## config.mk

```make
export PLATFORM = sky130hd
export DESIGN_NAME = sif_cmd_bridge
export DESIGN_NICKNAME = d
export VERILOG_FILES = /design/src/rtl/sif_cmd_bridge.sv
export SDC_FILE = /design/constraint.sdc
export NUM_CORES = 1
export LEC_CHECK = 0
export BUFFER_PORTS_ARGS = -buffer_cell sky130_fd_sc_hd__buf_2
export CORE_MARGIN = 8
export CORE_UTILIZATION = 51
export DETAILED_ROUTE_END_ITERATION = 10
export PLACE_DENSITY = 0.73
export SYNTH_ARGS = -nofsm -noshare
export SYNTH_HDL_FRONTEND = slang
export SYNTH_SLANG_ARGS = --single-unit
```

## constraint.sdc

```tcl
create_clock -name clk -period 5.2 [get_ports clk]
set_input_delay 0.26 -clock clk [delete_from_list [all_inputs] [get_ports clk]]
set_output_delay 0.26 -clock clk [all_outputs]
set_load 0.05 [all_outputs]
```

## src/rtl/sif_cmd_bridge.sv

```systemverilog
// XA-to-WA command bridge: strobes are queued in a circular FIFO, replayed as WA
// request/acknowledge transactions with an optional timeout, and read data is returned.
module sif_cmd_bridge #(
    parameter int DATA_W  = 32,
    parameter int ADDR_W  = 8,
    parameter int DEPTH   = 4,
    parameter int TIMEOUT = 16
) (
    input  logic              clk,
    input  logic              rst,
    input  logic              xa_wr_s,
    input  logic              xa_rd_s,
    input  logic [ADDR_W-1:0] xa_addr,
    input  logic [DATA_W-1:0] xa_wdata,
    input  logic              err_clr,
    output logic              xa_full,
    output logic              xa_rd_valid,
    output logic [DATA_W-1:0] xa_rd_data,
    output logic              xa_err_illegal,
    output logic              xa_err_timeout,
    output logic [7:0]        xa_drop_cnt,
    output logic              wa_req,
    output logic              wa_we,
    output logic [ADDR_W-1:0] wa_addr,
    output logic [DATA_W-1:0] wa_wdata,
    input  logic              wa_ack,
    input  logic [DATA_W-1:0] wa_rdata
);
    localparam int AW    = $clog2(DEPTH);
    localparam int PTR_W = AW + 1;
    localparam int ENT_W = 1 + ADDR_W + DATA_W;
    localparam int TO_W  = (TIMEOUT > 1) ? $clog2(TIMEOUT) : 1;
    localparam logic [TO_W-1:0]  TO_LAST  = TO_W'((TIMEOUT > 0) ? TIMEOUT - 1 : 0);
    localparam logic [PTR_W-1:0] FULL_CNT = PTR_W'(DEPTH);

    typedef enum logic [1:0] {S_IDLE, S_REQ, S_DONE} state_t;

    state_t              r_state;
    state_t              w_state_nxt;
    logic [ENT_W-1:0]    r_mem [DEPTH];
    logic [PTR_W-1:0]    r_wr_ptr;
    logic [PTR_W-1:0]    r_rd_ptr;
    logic                r_we;
    logic [ADDR_W-1:0]   r_addr;
    logic [DATA_W-1:0]   r_wdata;
    logic [DATA_W-1:0]   r_rdata;
    logic [TO_W-1:0]     r_to_cnt;
    logic                r_err_illegal;
    logic                r_err_timeout;
    logic [7:0]          r_drop_cnt;

    logic                w_op_wr;
    logic                w_op_rd;
    logic                w_op_ill;
    logic [PTR_W-1:0]    w_count;
    logic                w_full;
    logic                w_empty;
    logic                w_push;
    logic                w_drop;
    logic                w_pop;
    logic                w_ack_take;
    logic                w_abort;
    logic [ENT_W-1:0]    w_head;

    assign w_op_wr  = xa_wr_s & ~xa_rd_s;
    assign w_op_rd  = ~xa_wr_s & xa_rd_s;
    assign w_op_ill = xa_wr_s & xa_rd_s;
    assign w_count  = r_wr_ptr - r_rd_ptr;
    assign w_full   = (w_count == FULL_CNT);
    assign w_empty  = (r_wr_ptr == r_rd_ptr);
    // Full is taken from the registered count only, so a same-cycle pop never admits a strobe.
    assign w_push   = (w_op_wr | w_op_rd) & ~w_full;
    assign w_drop   = (w_op_wr | w_op_rd) & w_full;
    assign w_head   = r_mem[r_rd_ptr[AW-1:0]];

    always_comb begin
        w_state_nxt = r_state;
        w_pop       = 1'b0;
        w_ack_take  = 1'b0;
        w_abort     = 1'b0;
        unique case (r_state)
            S_IDLE: begin
                if (!w_empty) begin
                    w_pop       = 1'b1;
                    w_state_nxt = S_REQ;
                end
            end
            S_REQ: begin
                if (wa_ack) begin
                    w_ack_take  = 1'b1;
                    w_state_nxt = S_DONE;
                end else if ((TIMEOUT > 0) && (r_to_cnt == TO_LAST)) begin
                    w_abort     = 1'b1;
                    w_state_nxt = S_DONE;
                end
            end
            S_DONE:  w_state_nxt = S_IDLE;
            default: w_state_nxt = S_IDLE;
        endcase
    end

    // Storage needs no reset: entries are only ever read between the pointers.
    always_ff @(posedge clk) begin
        if (w_push) r_mem[r_wr_ptr[AW-1:0]] <= {w_op_wr, xa_addr, xa_wdata};
    end

    always_ff @(posedge clk) begin
        if (rst) begin
            r_state       <= S_IDLE;
            r_wr_ptr      <= '0;
            r_rd_ptr      <= '0;
            r_we          <= 1'b0;
            r_addr        <= '0;
            r_wdata       <= '0;
            r_rdata       <= '0;
            r_to_cnt      <= '0;
            r_err_illegal <= 1'b0;
            r_err_timeout <= 1'b0;
            r_drop_cnt    <= '0;
        end else begin
            r_state <= w_state_nxt;
            if (w_push) r_wr_ptr <= r_wr_ptr + 1'b1;
            if (w_pop) begin
                r_rd_ptr                  <= r_rd_ptr + 1'b1;
                {r_we, r_addr, r_wdata}   <= w_head;
                r_to_cnt                  <= '0;
            end else if (r_state == S_REQ) begin
                r_to_cnt <= r_to_cnt + 1'b1;
            end
            if (w_ack_take)   r_rdata <= r_we ? '0 : wa_rdata;
            else if (w_abort) r_rdata <= '0;
            // A new event in the clearing cycle takes precedence over the clear.
            r_err_illegal <= w_op_ill | (r_err_illegal & ~err_clr);
            r_err_timeout <= w_abort  | (r_err_timeout & ~err_clr);
            if (err_clr)                             r_drop_cnt <= {7'd0, w_drop};
            else if (w_drop && r_drop_cnt != 8'hFF)  r_drop_cnt <= r_drop_cnt + 8'd1;
        end
    end

    assign xa_full        = w_full;
    assign xa_rd_valid    = (r_state == S_DONE) & ~r_we;
    assign xa_rd_data     = xa_rd_valid ? r_rdata : '0;
    assign xa_err_illegal = r_err_illegal;
    assign xa_err_timeout = r_err_timeout;
    assign xa_drop_cnt    = r_drop_cnt;
    assign wa_req         = (r_state == S_REQ);
    assign wa_we          = r_we;
    assign wa_addr        = r_addr;
    assign wa_wdata       = r_wdata;
endmodule
```

==> Yosys cells after proc, flatten, opt, wreduce, memory -nomap -nowiden <==
Memory sizes are Yosys's and may differ from the RTL's. A register that Yosys moved wholly into a read port is not among the register bits.
Cells that the tools add are included.
{ "totals": {"register_bits": 54, "ram_bits": 164, "inputBits": 78, "out_inout_bits": 86, "wordCells": 65, "mem_count": 1} }
{ "memory_table": {"columns": ["name", "words", "word_bits", "rd", "rd_ports_with_merged_regs", "wr", "line", "source"], "rows": [
  ["r_mem", 4, 41, 1, 1, 1, "40", "logic [ENT_W-1:0] r_mem [DEPTH];"]
]} }
{ "op_classes": {"n_addsub": 5, "eq_ne": 8, "n_mux": 19, "bitwise": 16, "reduce_logical": 7} }
{ "op_table": {"columns": ["operator", "count"], "rows": [
  ["$mux W32", 4],
  ["$mux W1", 11],
  ["$add A8 B1 Y8 const B", 1],
  ["$and A1 B1 Y1", 8],
  ["$ne A8 B8 Y1 const B", 1],
  ["$add A3 B1 Y3 const B", 2],
  ["$mux W2", 3],
  ["$not A1 Y1", 5],
  ["$add A4 B1 Y4 const B", 1],
  ["$eq A4 B4 Y1 const B", 1],
  ["$pmux W2 S2", 1],
  ["$reduce_bool A2 Y1", 2],
  ["$reduce_or A2 Y1", 2],
  ["$eq A3 B3 Y1", 1],
  ["$eq A3 B3 Y1 const B", 1],
  ["$ne A3 B1 Y1 const B", 1],
  ["$or A1 B1 Y1", 3],
  ["$sub A3 B3 Y3", 1],
  ["$eq A2 B1 Y1 const B", 1],
  ["$eq A2 B2 Y1 const B", 1],
  ["$logic_not A2 Y1", 1],
  ["$ne A2 B2 Y1 const B", 1],
  ["$reduce_and A2 Y1", 1],
  ["$logic_and A1 B1 Y1", 1]
]} }

==> Longest topological paths before layout <==
{ "depth": {"ltp_word": 7, "ltp_mapped": 10, "ltp_nobuf": 6} }

==> Worst setup path after synthesis <==
Ideal clock, no wire load.
{ "synth_timing": {"path_type": "register to register", "from": "register r_rd_ptr[1]", "to": "memory r_mem[0][0] in the netlist's numbering (enable)", "arrival_time_ns": 2.811, "path_slack_ns": 1.987, "path_stages_with_launch": 9, "n_path_buf": 2, "period_less_slack_ns": 3.213, "cell_sequence": "dfxtp_1 -> clkbuf_1 -> clkbuf_1 -> inv_1 -> ha_1 -> nor2b_1 -> xor2_2 -> a21oi_2 -> and2_1"} }
{ "synth_between": {"elab_chain_cells": 6} }
{ "synth_lines": {"columns": ["item", "line", "source"], "rows": [
  ["from (decl)", "42", "logic [PTR_W-1:0] r_rd_ptr;"],
  ["from (signal assigned)", "124", "r_rd_ptr <= r_rd_ptr + 1'b1;"],
  ["$sub A3 B3 Y3", "68", "assign w_count = r_wr_ptr - r_rd_ptr;"],
  ["$eq A3 B3 Y1", "69", "assign w_full = (w_count == FULL_CNT);"],
  ["$not A1 Y1", "72", "assign w_push = (w_op_wr | w_op_rd) & ~w_full;"],
  ["$and A1 B1 Y1", "72", null],
  ["$mux W1", "104", "if (w_push) r_mem[r_wr_ptr[AW-1:0]] <= {w_op_wr, xa_addr, xa_wdata};"],
  ["$mux W1 (implied by the code)", "104", null],
  ["to (decl)", "40", null]
]} }
Every way passes these cells.

==> Worst setup path after layout <==
{ "layout_timing": {"from": "register r_rd_ptr[0]", "to": "memory r_mem[0][30] in the netlist's numbering (enable)"} }
Same word-level chain as after synthesis.

==> results_dict.tcl <==
set metrics [dict create \
    p_leak_nw 4.74 \
    clock_path_buffers 3 \
    routedWlPerCell_um 18.4 \
    rows 50 \
    clk_pin_slew_worst_paths_ps 60 \
    setup_violations 0 \
    drv_cap 0 \
    max_slew_margin 0.252 \
    cp_slowest_stage_delay_ps 940 \
    hold_viol 0 \
    finalSetupTns_ps 0 \
    reg2reg_depth 5 \
    cts_sinks 259 \
    drc 0 \
    yosysMostFrequentCell "edfxtp_1" \
    overflow 0 \
    cts_tree "done" \
    final_nets 994 \
    hold_path_depth 3 \
    p_per_area_nw_per_um2 544 \
    p_total_mw 6.74 \
    cp-start-kind "register" \
    antenna_found_initial 1 \
    ys_async_sr_fraction 0 \
    synth_area_leader_cell "edfxtp_1" \
    synthTopCellsByCount "164 x edfxtp_1, 96 x nand2_1, 95 x dfxtp_1" \
    end_kind "register" \
    yosysTopAreaCellShare 0.503 \
    crit_type "reg -> reg" \
    root_buffer "clkbuf_16" \
    status "finished, final reports clean" \
    post_cts_buffers 0 \
    ctsResizeCount 0 \
    final_util 0.661 \
    grt_pass1_vias 6514 \
    ys_types 41 \
    required_ps 5330 \
    dieArea_um2 23900 \
    portBuffers 163 \
    seq_area_frac_synth 0.697 \
    firstDrtPassIters 4 \
    drv_slew 0 \
    track_usage 0.178 \
    grt_pass1_wl_um 34500 \
    vias_per_cell 5.36 \
    vias 6217 \
    crit_arrival_ps 3440 \
    boundaryPins 164 \
    clk_latency_ps 530 \
    die_y_um 155 \
    synthFlopType "edfxtp_1" \
    rsz0062_at_grt "false" \
    drtIter0Drc 321 \
    syn_nets 766 \
    hpwl_um 12500 \
    numCtsBuffers 26 \
    routabilityCongestion 0.765 \
    fmax_ghz 0.302 \
    wirelength_um 21400 \
    drive_above_1_share 0.288 \
    area.growth.synth_to_final_pct 26.6 \
    hold_path_class "in -> reg" \
    grt_max_degree 98 \
    worst_pin_slew_ps 1120 \
    synth.yosys.warnings 0 \
    core-area_um2 18800 \
    synth_area_um2 9790 \
    die_w_um 155 \
    cp_cell_sequence "ha_1 > nor2b_1 > xor2_2 > a21oi_2 > and2_2" \
    synth.area.top_cells "edfxtp_1 50%, dfxtp_1 19%, mux4_2 9.4%" \
    initial_core_util 0.522 \
    ir_worst_vdd_uv 462 \
    cts.htree.levels 1 \
    finalCritPeriodShare 0.636 \
    synthesis.instances 677 \
    path_max_fanout 44 \
    synth_edf_count 164 \
    cts_hold_buf 69 \
    slowest_stage "and2_2" \
    synth_seq_cells 259 \
    avgSynthCellArea_um2 14.5 \
    min_period_ps 3310 \
    clock_skew_ps 20.9 \
    final_antenna_net_count 0 \
]
## final cells by class
| type | count | area (µm²) |
|---|---|---|
| antenna | 1 | 2.50 |
| tap | 234 | 293 |
| fill | 1335 | 6370 |
| sequential | 259 | 6830 |
| clock buffer | 38 | 756 |
| multi-input combinational | 371 | 2810 |
| timing repair buffer | 238 | 1550 |
| clock inverter | 10 | 116 |
| inverter | 9 | 33.8 |
## metrics by stage
stage / instances / hold slack, ps / area [µm²] / setup WS (ps)
floorplan: 677 / 359 / 9790 / 1990
global placement: 1042 / 438 / 10800 / 1840
detailed placement: 1042 / 443 / 10800 / 1770
CTS: 1159 / 0.656 / 12400 / 1790
global route: 1160 / 14.0 / 12400 / 1580
finish: 1160 / 10.8 / 12400 / 1890
## state kept, by name (all words and copies together) (netlist names)
name and flops:
wa_wdata 32, r_to_cnt 4, wa_we 1, r_state 2
xa_drop_cnt 8, r_mem 164, r_rdata 32, xa_err_illegal 1
r_wr_ptr 3, xa_err_timeout 1, r_rd_ptr 3, wa_addr 8
## power by group
part / total [mW] / switching [mW] / leakage (nW) / internal, mW
clock network: 1.85 / 0.742 / 0.425 / 1.11
registers: 2.80 / 0.206 / 2.28 / 2.59
logic: 2.09 / 1.44 / 2.03 / 0.653
## placed cells by master (no fill, tap or decap), types with 6 or more instances in the layout
cell,netlist,routed
buf_4,0,7
nor3_1,6,6
mux2i_1,6,6
clkbuf_1,28,6
dlygate4sd3_1,0,69
nor2_1,46,46
a22oi_1,32,32
a21oi_1,45,45
dfxtp_1,95,93
clkbuf_8,0,6
edfxtp_1,164,164
and2_1,37,34
inv_1,9,9
ha_1,11,11
nand2_1,96,96
clkbuf_16,0,26
mux4_2,41,41
buf_2,8,162
## per-layer routing
| metal | track usage | vias up | routed length (µm) |
|---|---|---|---|
| met4 | 0.0462 | 0 | 377 |
| met3 | 0.0398 | 34 | 1500 |
| met2 | 0.302 | 194 | 10500 |
| met5 | 0 | - | 0 |
| li1 | - | 2961 | - |
| met1 | 0.229 | 3028 | 9050 |
## cells by family after synthesis
group           synth area share
buf+inv                   0.0190
xor+xnor                 0.00869
simple gates              0.0993
mux                        0.103
flops                      0.697
compound gates            0.0584
fa+ha+maj                 0.0141
## worst max-delay path: cells and delay by family, from the launching register on
family,cells,cell delay (ps)
simple gates,2,1210
flops,1,920
compound gates,1,290
fa+ha+maj,1,280
xor+xnor,1,200
## final timing paths
check,slack (ps),to,startpoint
max reg2reg,1890,r_mem[0][30],r_rd_ptr[0]
max,1890,r_mem[0][30],r_rd_ptr[0]
min,10,r_rdata[29],wa_rdata[29]
min reg2reg,450,wa_addr[3],wa_addr[3]
No activity file was read; power rests on OpenSTA's default activity.
